[src/rtl/moisture_sensor_filter.sv]
// moisture_sensor_filter
// Samples the raw 4-bit soil-moisture reading once every SAMPLE_DIV cycles.
// It averages the last 2^AVG_LOG2 samples and drives the result to the
// irrigation controller. Until a full window has been collected, the output
// holds the safe "wet" value 4'hF so the pump stays off.
// Define MOIST_FAULT_EN to build in stuck-at-rail detection. A reading held
// at 4'h0 or 4'hF for STUCK_LIMIT ticks forces the safe value and raises
// `fault`. Without the macro, `fault` is tied low and rail values are
// averaged like any other value.
`timescale 1ns/1ps

module moisture_sensor_filter #(
  parameter int SAMPLE_DIV  = 10,
  parameter int AVG_LOG2    = 2,
  parameter int STUCK_LIMIT = 8
) (
  input  logic       clk,
  input  logic       reset,
  input  logic [3:0] raw,
  output logic [3:0] sensor,
  output logic       sensor_valid,
  output logic       sample_tick,
  output logic       fault
);

  localparam int         DEPTH    = 1 << AVG_LOG2;
  localparam int         SUM_W    = 4 + AVG_LOG2;
  localparam logic [3:0] SAFE_WET = 4'hF;

  // Reject illegal parameter values at elaboration instead of building
  // a filter that silently misbehaves.
  if (SAMPLE_DIV < 2 || SAMPLE_DIV > 255) begin : g_bad_div
    $error("moisture_sensor_filter: SAMPLE_DIV out of range 2..255");
  end
  if (AVG_LOG2 < 1 || AVG_LOG2 > 3) begin : g_bad_avg
    $error("moisture_sensor_filter: AVG_LOG2 out of range 1..3");
  end
  if (STUCK_LIMIT < 2 || STUCK_LIMIT > 15) begin : g_bad_limit
    $error("moisture_sensor_filter: STUCK_LIMIT out of range 2..15");
  end

  typedef enum logic [1:0] {
    ST_FILL  = 2'd0,
    ST_RUN   = 2'd1
`ifdef MOIST_FAULT_EN
    ,
    ST_FAULT = 2'd2
`endif
  } state_t;

  state_t state_q, state_d;

  logic [7:0]       div_q;
  logic [3:0]       win_q [DEPTH];
  logic [SUM_W-1:0] sum_q;
  logic [SUM_W-1:0] sum_d;
  logic [3:0]       filtered;
  logic [3:0]       fill_q;
  logic             fill_done;
  logic             enter_fault;
  logic             leave_fault;
  logic             in_fault;

  // ---------------------------------------------------------------------
  // Sample-rate divider. The tick decodes straight from the counter, so it
  // is high during the last cycle of each period.
  // ---------------------------------------------------------------------
  assign sample_tick = (div_q == 8'(SAMPLE_DIV - 1));

  // Divider counts 0..SAMPLE_DIV-1 and wraps on the tick.
  // NOTE: sequential state uses non-blocking (<=) so every register samples
  // the pre-edge values; blocking here would create order-dependent races.
  always_ff @(posedge clk or posedge reset) begin
    if (reset) begin
      div_q <= '0;
    end else if (sample_tick) begin
      div_q <= '0;
    end else begin
      div_q <= div_q + 8'd1;
    end
  end

  // ---------------------------------------------------------------------
  // Running sum: add the incoming sample and drop the oldest one. The sum
  // is wide enough for DEPTH samples of 4'hF, so it can never overflow.
  // ---------------------------------------------------------------------
  assign sum_d     = sum_q + SUM_W'(raw) - SUM_W'(win_q[DEPTH-1]);
  assign filtered  = sum_d[SUM_W-1:AVG_LOG2];
  assign fill_done = (fill_q == 4'(DEPTH - 1));

`ifdef MOIST_FAULT_EN
  // ---------------------------------------------------------------------
  // Stuck-rail detector: count consecutive identical rail samples.
  // ---------------------------------------------------------------------
  logic [3:0] rail_cnt_q, rail_cnt_d, prev_raw_q;
  logic       raw_is_rail;
  logic       stuck_hit;

  // Next rail-run length for the sample currently on `raw`.
  // NOTE: every always_comb output gets a default first, so no path can
  // leave it unassigned and infer a latch.
  always_comb begin
    raw_is_rail = (raw == 4'h0) || (raw == 4'hF);
    rail_cnt_d  = 4'd0;
    if (raw_is_rail) begin
      if (raw != prev_raw_q) begin
        rail_cnt_d = 4'd1;
      end else if (rail_cnt_q == 4'(STUCK_LIMIT)) begin
        rail_cnt_d = rail_cnt_q;
      end else begin
        rail_cnt_d = rail_cnt_q + 4'd1;
      end
    end
    stuck_hit = (rail_cnt_d == 4'(STUCK_LIMIT));
  end

  // Rail counter and previous-sample registers advance once per tick.
  always_ff @(posedge clk or posedge reset) begin
    if (reset) begin
      rail_cnt_q <= '0;
      prev_raw_q <= '0;
    end else if (sample_tick) begin
      rail_cnt_q <= rail_cnt_d;
      prev_raw_q <= raw;
    end
  end

  assign in_fault    = (state_q == ST_FAULT);
  assign enter_fault = !in_fault && (state_d == ST_FAULT);
  assign leave_fault = in_fault && (state_d != ST_FAULT);
`else
  assign in_fault    = 1'b0;
  assign enter_fault = 1'b0;
  assign leave_fault = 1'b0;
`endif

  assign fault = in_fault;

  // ---------------------------------------------------------------------
  // Control FSM
  // ---------------------------------------------------------------------
  // State register.
  always_ff @(posedge clk or posedge reset) begin
    if (reset) begin
      state_q <= ST_FILL;
    end else begin
      state_q <= state_d;
    end
  end

  // Next state. Transitions happen only on a sample tick; a stuck rail
  // overrides the normal FILL/RUN flow.
  always_comb begin
    state_d = state_q;
    if (sample_tick) begin
      case (state_q)
        ST_FILL:  if (fill_done) state_d = ST_RUN;
        ST_RUN:   state_d = ST_RUN;
`ifdef MOIST_FAULT_EN
        ST_FAULT: if (!raw_is_rail) state_d = ST_FILL;
`endif
        default:  state_d = ST_FILL;
      endcase
`ifdef MOIST_FAULT_EN
      if (!in_fault && stuck_hit) state_d = ST_FAULT;
`endif
    end
  end

  // ---------------------------------------------------------------------
  // Window buffer, sum, fill counter and registered outputs. These change
  // only on a tick edge or on reset.
  // NOTE: the window buffer is reset because the running sum assumes every
  // slot starts at zero; a few flops of reset cost less than a stale average.
  // ---------------------------------------------------------------------
  always_ff @(posedge clk or posedge reset) begin
    if (reset) begin
      for (int i = 0; i < DEPTH; i++) win_q[i] <= '0;
      sum_q        <= '0;
      fill_q       <= '0;
      sensor       <= SAFE_WET;
      sensor_valid <= 1'b0;
    end else if (sample_tick) begin
      if (leave_fault) begin
        // Restart from an empty window, seeded with this good sample.
        win_q[0] <= raw;
        for (int i = 1; i < DEPTH; i++) win_q[i] <= '0;
        sum_q  <= SUM_W'(raw);
        fill_q <= 4'd1;
      end else if (!in_fault) begin
        win_q[0] <= raw;
        for (int i = 1; i < DEPTH; i++) win_q[i] <= win_q[i-1];
        sum_q <= sum_d;
        if (enter_fault) begin
          fill_q       <= '0;
          sensor       <= SAFE_WET;
          sensor_valid <= 1'b0;
        end else if (state_d == ST_RUN) begin
          sensor       <= filtered;
          sensor_valid <= 1'b1;
        end else begin
          fill_q <= fill_q + 4'd1;
        end
      end
    end
  end

endmodule
[config.mk]
export PLATFORM = sky130hd
export DESIGN_NAME = moisture_sensor_filter
export DESIGN_NICKNAME = d
export VERILOG_FILES = /design/src/rtl/moisture_sensor_filter.sv
export SDC_FILE = /design/constraint.sdc
export NUM_CORES = 1
export LEC_CHECK = 0
export ABC_AREA = 1
export ABC_CLOCK_PERIOD_IN_PS = 2600
export CAP_MARGIN = 0
export CORE_UTILIZATION = 35
export CTS_BUF_LIST = sky130_fd_sc_hd__clkbuf_4 sky130_fd_sc_hd__clkbuf_8 sky130_fd_sc_hd__clkbuf_16
export CTS_CLUSTER_DIAMETER = 50
export DETAILED_ROUTE_END_ITERATION = 7
export GPL_ROUTABILITY_DRIVEN = 0
export PLACE_DENSITY = 0.54
export SKIP_LAST_GASP = 1
export SYNTH_ARGS = -nofsm -noshare
export SYNTH_HDL_FRONTEND = slang
export SYNTH_SLANG_ARGS = --single-unit
[constraint.sdc]
create_clock -name clk -period 2.6 [get_ports clk]
set_input_delay 0.39 -clock clk [delete_from_list [all_inputs] [get_ports clk]]
set_output_delay 0.39 -clock clk [all_outputs]
set_load 0.02 [all_outputs]
==> impl_metrics.py, run 1 <==
metrics = {
    "routing": {
        "dr_wl_met2_um": 1380,
        "ant_nets": 0,
        "wl_um": 3270,
        "wl_per_cell_um": 10.2,
        "viasPerCell": 4.42,
        "via_count": 1419,
        "highest-signal-layer": "met4",
        "dr.pass1.iters": 4,
        "drc": 0,
        "initialDrtViolationCount": 56,
        "wl_met3_um": 117,
        "wirelength_met1_um": 1700,
    },
    "layout": {
        "drive_gt1_share_pct": 7.63,
        "finalNetCount": 267,
        "fillers": 592,
        "n_antenna_cell": 0,
        "final_common_cell": "nand2_1",
        "post-route-util_pct": 41.5,
        "multi_input_area_sq_um": 800,
        "area_delta_synth_final_pct": 12.5,
        "seqCellArea_sq_um": 1030,
        "layout_common_cells": "63 x nand2_1, 46 x inv_1, 37 x dfrtp_1",
    },
    "global_route": {
        "grt_overflow": 0,
        "grt_start_max_net_pins": 42,
        "track_usage_pct": 12.8,
        "antenna_found_initial": 0,
        "grt_pass1_wl_um": 6110,
        "grt_pass1_vias": 1374,
    },
    "yosys": {
        "synth.area.mux_share_pct": 0,
        "syn-num-nets": 253,
        "synth_top_family_by_area": "simple AND/OR/NAND/NOR gates",
        "netlist_area_sq_um": 2060,
        "syn_inst": 234,
        "yosysWarningCount": 0,
        "synthAdderAreaFrac_pct": 9.37,
        "ys_types": 24,
        "synth-simple-area-share_pct": 16.5,
        "yosysSeqAreaShare_pct": 50.2,
        "synth_xor_area_share_pct": 3.41,
        "avgSynthCellArea_sq_um": 8.79,
        "synth_compound_area_share_pct": 9.43,
        "synth_seq_cells": 41,
    },
    "clocking": {
        "cts_hold_buf": 0,
        "cts_tree": "built",
        "htree_levels": 2,
        "postCtsSetupBuffers": 0,
        "clkSinkCount": 41,
        "cts_buffers": 5,
        "clk_transition_reported_paths_ns": 0.08,
        "insertion_delay_ns": 0.29,
        "clk_path_buf_depth": 2,
        "post_cts_resized": 0,
        "cts_root_buffer": "clkbuf_8",
    },
    "setup_path": {
        "cp.required_ns": 2.79,
        "r2r_cells": 7,
        "crit_fanout": 5,
        "end_kind": "flip-flop",
        "cp_data_arrival_time_ns": 2.43,
        "critPathKind": "input pin to flip-flop",
        "cp-start-kind": "input pin",
        "regToRegSetupSlack_ns": 0.61,
    },
    "floorplan": {
        "die_w_um": 78.6,
        "start_util_pct": 36.9,
        "dieArea_sq_um": 6180,
        "rows": 27,
        "fp.coreArea_sq_um": 5570,
        "die_y_um": 78.6,
        "ios": 13,
    },
    "power_and_ir_drop": {
        "leakagePower_uw": 0.00121,
        "power_density_nw_per_um2": 849,
        "ir_drop_v": 0.000388,
    },
    "worst_hold_path": {
        "worstHoldPathType": "flip-flop to flip-flop",
        "hold_depth": 2,
    },
    "timing": {
        "tns_ns": 0,
        "finalMaxSlewViolations": 0,
        "fmax_mhz": 445,
        "skew_ns": 0.00750,
        "min_period_over_period_pct": 86.5,
        "rsz0062_at_grt": "false",
        "tightest_slew_ns": 0.513,
        "fin_crit_ns": 2.25,
        "hold_viol_final": 0,
        "slew_headroom_pct": 65.8,
        "finalSetupViolations": 0,
    },
    "job": {
        "cap_violations": 0,
    },
    "placed_design": {
        "portBuffers": 11,
        "hpwl_um": 2280,
    },
    "run_status": {
        "status": "completed",
    },
}
## final cells by class
| type | count | share of cell area (%) |
|---|---|---|
| sequential | 41 | 44.6 |
| multi-input combinational | 139 | 34.6 |
| inverter | 48 | 7.79 |
| timing repair buffer | 13 | 5.41 |
| tap | 72 | 3.90 |
| clock buffer | 6 | 3.30 |
| clock inverter | 2 | 0.433 |
## power by group
group / internal (uW) / switching (uW) / total [uW] / leakage (uW)
registers: 765 / 44.3 / 810 / 0.000478
logic: 312 / 429 / 742 / 0.000682
clock network: 197 / 215 / 412 / 0.0000484
total: 1270 / 689 / 1960 / 0.00121
## worst max-delay path: stages
cell             delay [ns]
clkdlybuf4s50_1        0.51
inv_1                  0.07
fa_1                   0.54
inv_1                  0.04
ha_1                   0.34
nand2_1                0.08
inv_1                  0.05
nand3_1                0.10
nand3_1                0.08
nand2_1                0.06
nand2_1                0.06
nand2_1                0.06
nand2_1                0.05
## Yosys cell counts, drive strengths merged
| library cell | n | area share (%) |
|---|---|---|
| a21oi | 6 | 1.5 |
| o211ai | 2 | 1.6 |
| nand3 | 6 | 1.5 |
| xnor2 | 3 | 1.3 |
| fa | 4 | 3.9 |
| nand3b | 1 | 0.37 |
| ha | 9 | 5.5 |
| nand4 | 3 | 0.91 |
| xor2 | 5 | 2.1 |
| nor2 | 9 | 2.0 |
| nor3 | 1 | 0.24 |
| dfrtp | 37 | 45 |
| buf | 6 | 2.2 |
| conb | 1 | 0.18 |
| nand2 | 63 | 12 |
| o21ai | 26 | 6.3 |
| inv | 48 | 8.8 |
| dfstp | 4 | 5.1 |
## cell families (layout without fill, tap and decap cells)
group	count (synthesis)	count (layout)
xor+xnor	8	8
flops	41	41
compound gates	34	34
buf+inv	54	69
fa+ha+maj	13	13
other cells	1	1
simple gates	83	83
## layer usage
metal / vias up / track usage [%]
met3: 7 / 3.49
met2: 22 / 18.7
met1: 651 / 17.4
met4: 0 / 6.11
li1: 739 / -
met5: - / 0
## sequential cells by signal, summed over array words and instances, names as in the netlist
register      flops
state_q           2
win_q            16
sum_q             6
fill_q            4
sensor            4
div_q             8
sensor_valid      1
## metrics by stage
stage | worst slack, ns | hold WS [ns] | total power [uW] | cells | cell area, sq um
detailed placement | 0.0259 | 0.457 | 1570 | 313 | 2230
global route | 0.176 | 0.499 | 2140 | 321 | 2310
finish | 0.351 | 0.468 | 1960 | 321 | 2310
floorplan | 0.654 | 0.449 | 1370 | 234 | 2060
global placement | 0.0525 | 0.448 | 1550 | 313 | 2230
CTS | 0.349 | 0.471 | 2000 | 321 | 2310
## path summary, 6_finish.rpt
check / startpoint / to
max: raw[3] / sum_q[5]$_DFFE_PP0N_
min: sensor[3]$_DFFE_PP1P_ / sensor[3]$_DFFE_PP1P_
max reg2reg: win_q[1]$_DFFE_PP0N_ / sum_q[4]$_DFFE_PP0N_
min reg2reg: sensor[3]$_DFFE_PP1P_ / sensor[3]$_DFFE_PP1P_
max in group asynchronous: reset / sensor[1]$_DFFE_PP1P_
min in group asynchronous: reset / sum_q[4]$_DFFE_PP0N_
(Power assumes the default switching activity.)
==> run 2, diff against run 1 <==
--- a/config.mk
+++ b/config.mk
@@ -7,13 +7,12 @@
 export LEC_CHECK = 0
 export ABC_AREA = 1
 export ABC_CLOCK_PERIOD_IN_PS = 2600
-export CAP_MARGIN = 0
 export CORE_UTILIZATION = 35
 export CTS_BUF_LIST = sky130_fd_sc_hd__clkbuf_4 sky130_fd_sc_hd__clkbuf_8 sky130_fd_sc_hd__clkbuf_16
 export CTS_CLUSTER_DIAMETER = 50
 export DETAILED_ROUTE_END_ITERATION = 7
 export GPL_ROUTABILITY_DRIVEN = 0
-export PLACE_DENSITY = 0.54
+export PLACE_DENSITY_LB_ADDON = 0.15
 export SKIP_LAST_GASP = 1
 export SYNTH_ARGS = -nofsm -noshare
 export SYNTH_HDL_FRONTEND = slang
==> impl_metrics.py, run 2 (synthesized netlist as in run 1, its figures left out) <==
metrics = {
    "setup_path": {
        "crit_fanout": 2,
        "critPathKind": "input pin to flip-flop",
        "end_kind": "flip-flop",
        "cp.required_ns": 2.76,
        "cp-start-kind": "input pin",
        "cp_data_arrival_time_ns": 2.41,
    },
    "power_and_ir_drop": {
        "power_frac_comb_pct": 33.8,
        "power.share.clock_pct": 28.7,
        "leakagePower_uw": 0.00123,
        "pwr-share-seq_pct": 37.5,
        "swShare_pct": 32.3,
        "total_power_uw": 2160,
        "power_density_nw_per_um2": 913,
        "ir_drop_v": 0.000458,
        "p_sw_uw": 696,
        "intPower_uw": 1460,
    },
    "routing": {
        "initialDrtViolationCount": 52,
        "highest-signal-layer": "met4",
        "dr.pass1.iters": 4,
        "drc": 0,
        "via_count": 1346,
        "wl_met3_um": 138,
        "wirelength_met1_um": 1770,
        "wl_per_cell_um": 10.1,
        "wl_um": 3260,
        "viasPerCell": 4.19,
        "dr_wl_met2_um": 1270,
        "ant_nets": 0,
    },
    "layout": {
        "area_delta_synth_final_pct": 15.0,
        "final_common_cell": "nand2_1",
        "finalNetCount": 267,
        "n_antenna_cell": 0,
        "layout_common_cells": "63 x nand2_1, 46 x inv_1, 37 x dfrtp_1",
        "drive_gt1_share_pct": 7.63,
        "reg_top3": "win_q x16, div_q x8, sum_q x6",
        "largest_reg_flops": 16,
        "regMostFlops": "win_q",
    },
    "floorplan": {
        "ios": 13,
        "start_util_pct": 36.9,
        "die_w_um": 78.6,
        "fp.coreArea_sq_um": 5570,
        "rows": 27,
        "dieArea_sq_um": 6180,
        "die_y_um": 78.6,
    },
    "clocking": {
        "htree_levels": 2,
        "insertion_delay_ns": 0.30,
        "clkSinkCount": 41,
        "clk_path_buf_depth": 2,
        "cts_tree": "built",
        "postCtsSetupBuffers": 0,
        "cts_root_buffer": "clkbuf_8",
        "cts_hold_buf": 0,
        "post_cts_resized": 0,
        "clk_transition_reported_paths_ns": 0.09,
        "cts_buffers": 5,
    },
    "timing": {
        "skew_ns": 0.0110,
        "slew_headroom_pct": 65.7,
        "hold_viol_final": 0,
        "tns_ns": 0,
        "finalMaxSlewViolations": 0,
        "tightest_slew_ns": 0.515,
        "fmax_mhz": 444,
        "min_period_over_period_pct": 86.6,
        "fin_crit_ns": 2.25,
        "whs_ns": 0.468,
        "rsz0062_at_grt": "false",
        "finalSetupViolations": 0,
    },
    "placed_design": {
        "hpwl_um": 2210,
        "portBuffers": 11,
    },
    "global_route": {
        "grt_pass1_wl_um": 6090,
        "grt_pass1_vias": 1333,
        "grt_start_max_net_pins": 42,
        "track_usage_pct": 13.0,
        "antenna_found_initial": 0,
        "grt_overflow": 0,
    },
    "run_status": {
        "status": "completed",
    },
    "worst_hold_path": {
        "worstHoldPathType": "flip-flop to flip-flop",
    },
    "job": {
        "cap_violations": 0,
    },
}
[run 2: cell count changes in the layout (fill, tap and decap cells not counted), sizes merged]
cell	before	now
inv	48	49
clkbuf	6	5
bufinv	0	2
clkinv	2	0
[run 2: path summary, 6_finish.rpt]
check | start | end | slack [ns] | cells past startpoint
worst max-delay path | raw[1] | sum_q[4]$_DFFE_PP0N_ | 0.35 | 9
worst min-delay path | sensor_valid$_DFFE_PP0P_ | sensor_valid$_DFFE_PP0P_ | 0.47 | 2
worst max register to register | win_q[1]$_DFFE_PP0N_ | sum_q[4]$_DFFE_PP0N_ | 0.62 | 7
worst min register to register | sensor_valid$_DFFE_PP0P_ | sensor_valid$_DFFE_PP0P_ | 0.47 | 2
max in group asynchronous | reset | sensor[0]$_DFFE_PP1P_ | 1.71 | 3
min in group asynchronous | reset | fill_q[3]$_DFFE_PP0P_ | 0.52 | 3
[run 2: through the flow]
step	setup slack (ns)	util [%]	instances	cell area, sq um
after floorplan	0.654	-	234	2060
after global placement	0.0500	39.9	313	2230
after detailed placement	0.00297	39.9	313	2230
after CTS	0.342	42.4	321	2360
after global routing	0.232	42.4	321	2360
final	0.348	42.4	321	2360
[run 2: cell type report]
class,instances,area (sq um)
Inverter,48,180
Multi-Input combinational cell,139,800
Fill cell,575,3210
Tap cell,72,90.1
Sequential cell,41,1030
Clock buffer,5,68.8
Timing Repair Buffer,13,125
Clock inverter,3,68.8
[run 2: power groups by stage]
stage                     clock (uW)  sequential (uW)  combinational (uW)
after CTS                        644              812                 744
after global routing             674              822                 862
after detailed placement           0              824                 739
final                            619              811                 730
after floorplan                    0              858                 515
after global placement             0              823                 730
[run 2: critical path: stages]
cell and delay (ns):
clkdlybuf4s50_1 0.48, inv_1 0.06, fa_1 0.52, inv_1 0.06, fa_1 0.45, nand3_1 0.10
nand2_1 0.07, xnor2_1 0.17, o21ai_0 0.09
[run 2: metal layers]
metal  global-route usage (%)  vias up
met2                     17.7       19
met3                     3.49        6
li1                         -      737
met5                        0        -
met1                     18.5      584
met4                     7.22        0
